[src/rtl/csr_pkg.sv]
// Shared CSR addresses, opcode/funct3 encodings and the tohost handshake state type.
package csr_pkg;
   localparam logic [11:0] CSR_TOHOST  = 12'h51E;
   localparam logic [11:0] CSR_CYCLE   = 12'hC00;
   localparam logic [11:0] CSR_INSTRET = 12'hC02;

   localparam logic [4:0]  OPC_SYSTEM  = 5'b11100;
   localparam logic [2:0]  FNC_CSRRW   = 3'b001;
   localparam logic [2:0]  FNC_CSRRWI  = 3'b101;

   typedef enum logic {
      ST_IDLE = 1'b0,
      ST_PEND = 1'b1
   } th_state_e;
endpackage

[src/rtl/csr_counter.sv]
// Free-running wrap-around event counter, cleared by async reset.
module csr_counter #(
   parameter int CNT_W = 32
) (
   input  logic             clk,
   input  logic             rst_n,
   input  logic             inc,
   output logic [CNT_W-1:0] count
);
   logic [CNT_W-1:0] count_q, count_d;

   always_comb begin
      count_d = count_q;
      if (inc) count_d = count_q + 1'b1;
   end

   always_ff @(posedge clk or negedge rst_n) begin
      if (!rst_n) count_q <= '0;
      else        count_q <= count_d;
   end

   assign count = count_q;
endmodule

[src/rtl/csr_unit.sv]
// Minimal CSR block: csrrw/csrrwi to tohost plus read-only cycle/instret counters,
// with a valid/ready handshake that back-pressures the pipeline on tohost overrun.
module csr_unit
   import csr_pkg::*;
#(
   parameter int CNT_W = 32
) (
   input  logic        clk,
   input  logic        rst_n,
   input  logic [31:0] inst,
   input  logic        inst_valid,
   input  logic        stall,
   input  logic [31:0] rs1_data,
   input  logic        retire,
   output logic [31:0] csr_rdata,
   output logic [31:0] tohost,
   output logic        tohost_valid,
   input  logic        tohost_ready,
   output logic        stall_req,
   output logic        illegal_csr
);
   logic [CNT_W-1:0] cycle_cnt, instret_cnt;
   logic [11:0]      addr;
   logic [2:0]       funct3;
   logic             csr_op, sel_tohost, sel_cycle, sel_instret, commit;
   logic [31:0]      wdata;
   logic [31:0]      tohost_q, tohost_d;
   th_state_e        state_q, state_d;
   logic             unused_inst_bits;

   csr_counter #(.CNT_W(CNT_W)) u_cycle (
      .clk   (clk),
      .rst_n (rst_n),
      .inc   (1'b1),
      .count (cycle_cnt)
   );

   csr_counter #(.CNT_W(CNT_W)) u_instret (
      .clk   (clk),
      .rst_n (rst_n),
      .inc   (retire),
      .count (instret_cnt)
   );

   assign unused_inst_bits = ^{inst[11:7], inst[1:0]};

   assign addr   = inst[31:20];
   assign funct3 = inst[14:12];
   assign csr_op = inst_valid && (inst[6:2] == OPC_SYSTEM)
                   && ((funct3 == FNC_CSRRW) || (funct3 == FNC_CSRRWI));

   assign sel_tohost  = csr_op && (addr == CSR_TOHOST);
   assign sel_cycle   = csr_op && (addr == CSR_CYCLE);
   assign sel_instret = csr_op && (addr == CSR_INSTRET);

   // Every decoded op is a write, so counters and unknown addresses are always illegal.
   assign illegal_csr = csr_op && !sel_tohost;

   assign wdata = (funct3 == FNC_CSRRWI) ? {27'd0, inst[19:15]} : rs1_data;

   always_comb begin
      csr_rdata = '0;
      if (sel_tohost)       csr_rdata = tohost_q;
      else if (sel_cycle)   csr_rdata = cycle_cnt[31:0];
      else if (sel_instret) csr_rdata = instret_cnt[31:0];
   end

   // Overrun only while the old value is still unaccepted; stall is deliberately excluded.
   assign stall_req = (state_q == ST_PEND) && sel_tohost && !tohost_ready;
   assign commit    = sel_tohost && !stall && !stall_req;

   always_comb begin
      state_d  = state_q;
      tohost_d = tohost_q;
      if (commit) begin
         tohost_d = wdata;
         state_d  = ST_PEND;
      end else if ((state_q == ST_PEND) && tohost_ready) begin
         state_d  = ST_IDLE;
      end
   end

   always_ff @(posedge clk or negedge rst_n) begin
      if (!rst_n) begin
         state_q  <= ST_IDLE;
         tohost_q <= '0;
      end else begin
         state_q  <= state_d;
         tohost_q <= tohost_d;
      end
   end

   assign tohost       = tohost_q;
   assign tohost_valid = (state_q == ST_PEND);
endmodule

[config.mk]
export PLATFORM = sky130hd
export DESIGN_NAME = csr_unit
export DESIGN_NICKNAME = d
export VERILOG_FILES = /design/src/rtl/csr_pkg.sv /design/src/rtl/csr_counter.sv /design/src/rtl/csr_unit.sv
export SDC_FILE = /design/constraint.sdc
export NUM_CORES = 1
export LEC_CHECK = 0
export BUFFER_PORTS_ARGS = -buffer_cell sky130_fd_sc_hd__buf_2
export CAP_MARGIN = 20
export CORE_MARGIN = 2
export CORE_UTILIZATION = 45
export DETAILED_ROUTE_END_ITERATION = 12
export GPL_ROUTABILITY_DRIVEN = 0
export PLACE_DENSITY = 0.7
export SYNTH_ARGS = -nofsm -noshare
export SYNTH_HDL_FRONTEND = slang
export SYNTH_SLANG_ARGS = --single-unit
export TNS_END_PERCENT = 20
[constraint.sdc]
create_clock -name clk -period 1.9 [get_ports clk]
set_input_delay 0.095 -clock clk [delete_from_list [all_inputs] [get_ports clk]]
set_output_delay 0.095 -clock clk [all_outputs]
set_load 0.1 [all_outputs]
==> flow_summary.toml <==
[critical_path]
cp_max_fo = 6
r2r_cells = 5
cp.depth = 7
crit_path_top_delay_cell = "sky130_fd_sc_hd__or4_4"
worstSetupEndpointType = "output pin"
worst_ep_arrival_time_ns = 1.77
critPathLaunchType = "input pin"
path_class = "in2out"
critical_path.top_delay_family = "simple AND/OR/NAND/NOR gates"
worst-path-buf-inv = 3
worst_ep_required_time_ns = 1.80
crit_chain = "buf_2 -> or4_4 -> nor4_4 -> and2_4 -> bufbuf_16 -> o2bb2ai_4 -> buf_12"
critical-path-max-stage-delay_ns = 0.55

[drt]
detail_route.wirelength_um = 13770
drt_iter0_markers = 175
drc = 0
iteration_count_of_the_initial_detailed_routing_pass = 4
drt-wirelength-per-cell_um = 17.27
via_per_inst = 5.286
antenna_violating_nets_post_route = 0
num_vias = 4213

[placed_design]
numPlacedInstances = 753
dp_hpwl_um = 9901
place.port_buffers = 129
placement.setup.worst_slack_ns = -0.05700
placed_cell_area_um2 = 7158

[timing]
clock_skew_ns = 0.007125
timing.final.hold_violations = 0
fin_crit_sh = 0.9797
max_transition_viols_final = 0
setup_viol = 0
worst-slew-pin-transition_ns = 0.5713
grt_setup_unrepaired = "yes"
slew_headroom = 0.6177
final_setup_margin_ns = 0.03849
fin_crit_ns = 1.862
max_freq_ghz = 0.5372

[cells_and_area]
layout.filler_cells = 745
multi_input_area_um2 = 3030
layout-drive-gt1-share = 0.3425
storage_cell_area_um2 = 2427
fin_cells = 797
antenna_cells_inserted = 0
fin_util = 0.7120
post-route-cell-area_um2 = 7786
fin_nets = 725
syn_to_final_growth_pct = 52.49

[clocking]
clock_insertion_delay_worst_skew_ns = 0.35
h-tree-depth = 3
cts_tree = "done"
ctsRootBufferMaster = "sky130_fd_sc_hd__clkbuf_16"
numCtsBuffers = 9
max-clock-path-buffers = 2
cts.sinks = 97
clk_transition_reported_paths_ns = 0.07

[floorplanning]
die_width_um = 110.5
num_io_pins = 137
rows = 38
design.core.area_um2 = 10940
floorplan.die.height_um = 110.5
initial_core_util = 0.4669
die_area_um2 = 12210

[synthesis]
yosysWarningCount = 0
ys_top_cells_by_count = "97 x sky130_fd_sc_hd__dfrtp_1, 59 x sky130_fd_sc_hd__mux2i_1, 49 x sky130_fd_sc_hd__nand2_1, 49 x sky130_fd_sc_hd__xnor2_1, 35 x sky130_fd_sc_hd__inv_1"
post_synthesis_instance_area_um2 = 5106
synth-seq-area-share = 0.4754
synth_top_cell_by_area = "sky130_fd_sc_hd__dfrtp_1"
postSynth.asyncResetShare = 1.000
synth-edff-count = 0
synth_fp_nets = 553
netlist_top_cells_area = "sky130_fd_sc_hd__dfrtp_1 48%, sky130_fd_sc_hd__mux2i_1 12%, sky130_fd_sc_hd__xnor2_1 8.4%"
most_frequently_used_flop_master_after_synthesis = "sky130_fd_sc_hd__dfrtp_1"
synth.most_common_cell = "sky130_fd_sc_hd__dfrtp_1"
yosys_register_bits = 97
netlist.area_leader.share = 0.4754
avgSynthCellArea_um2 = 10.62
synth.distinct_cells = 35
synthesis.instances = 481

[pwr]
irDropWorstVdd_mv = 0.5488
total_leakage_power_nw = 3.746
power.density_cell_area_nw_per_um2 = 590.3
post-layout-total-power_mw = 4.596

[grt]
grt_start_max_net_pins = 40
gr-total-overflow = 0
antenna_found_initial = 0
grt_usage = 0.2327
first_global_vias = 4362
grt_first_pass_wirelength_um = 22650

[run_status]
outcome = "complete, no violations"

[flow_run]
max_cap_violations = 0

[worst_hold_path]
worst_hold_path.num_cells = 3
worstHoldPathType = "in2reg"
[metrics by stage]
stage / hold slack [ns] / setup TNS, ns
after floorplan: -0.2006 / -2.305
after global placement: 0.09364 / -0.004167
after detailed placement: 0.09730 / -1.583
after CTS: 0.001928 / 0
after global routing: 0.007004 / -0.1500
final: 0.003974 / 0
[cell families (layout without fill, tap and decap cells)]
group / after synthesis / in the layout / synth area share
mux: 70 / 70 / 0.1421
compound gates: 34 / 34 / 0.05758
buf+inv: 56 / 232 / 0.04558
simple gates: 161 / 161 / 0.1698
xor+xnor: 61 / 61 / 0.1046
fa+ha+maj: 2 / 2 / 0.004900
flops: 97 / 97 / 0.4754
[what timing repair did]
action	CTS	global route
cloned	1	0
pin swaps	1	0
buffers inserted	2	0
setup endpoints to repair	24	14
endpoints found under the hold margin	60	0
hold buffers	26	0
resized for setup	0	1
[worst paths after layout]
kind                                    start                  end  slack [ns]
min in group asynchronous               rst_n     u_cycle.count[2]        0.27
max reg2reg                u_instret.count[1]  u_instret.count[18]        0.12
min reg2reg                 u_cycle.count[31]    u_cycle.count[31]        0.49
min                              rs1_data[23]           tohost[23]       0.004
max in group asynchronous               rst_n    u_cycle.count[14]        0.98
max                                  inst[20]        csr_rdata[28]        0.04
[cell usage in the layout, fill, tap and decap left out, drive strengths merged, types with 2 or more instances in the layout]
cell type / netlist / routed
and2: 3 / 3
nor2: 18 / 18
dfrtp: 97 / 97
inv: 35 / 35
clkbuf: 14 / 13
o2bb2ai: 32 / 32
xor2: 12 / 12
nand3: 21 / 21
dlygate4sd3: 0 / 26
and3: 12 / 12
nor3: 6 / 6
or2: 2 / 2
nor4: 5 / 5
mux2: 11 / 11
buf: 7 / 155
ha: 2 / 2
mux2i: 59 / 59
nand4b: 4 / 4
nor2b: 3 / 3
nand4: 29 / 29
nand2: 49 / 49
xnor2: 49 / 49
and4: 4 / 4
[flip-flops by register name (all words and copies together) (netlist names)]
signal / count
u_cycle.count: 32
u_instret.count: 32
tohost: 32
tohost_valid: 1
[final cells by class]
class	instances	share of cell area
multi-input cells	328	0.3892
clock buffers	13	0.03600
well taps	140	0.02250
repair buffers	182	0.2192
flip-flops and latches	97	0.3117
clock inverters	2	0.004499
inverters	35	0.01687
[where the power goes]
part,total (mW),internal [mW],switching [mW]
clock network,1.92,1.15,0.768
registers,2.22,2.14,0.0862
logic,0.449,0.231,0.218
total,4.60,3.52,1.07
[worst reg2reg max path: stages (launching register included)]
cell	delay (ns)
sky130_fd_sc_hd__dfrtp_1	0.39
sky130_fd_sc_hd__ha_1	0.18
sky130_fd_sc_hd__and3_1	0.23
sky130_fd_sc_hd__or3b_2	0.54
sky130_fd_sc_hd__nor3_2	0.22
sky130_fd_sc_hd__xor2_1	0.15
[metal layers]
layer	global-route usage	up-vias	part of all wire
li1	-	2023	-
met1	0.3019	2055	0.43
met2	0.3787	118	0.48
met3	0.05653	17	0.064
met4	0.08750	0	0.020
met5	0	-	0
(Power assumes the default switching activity.)
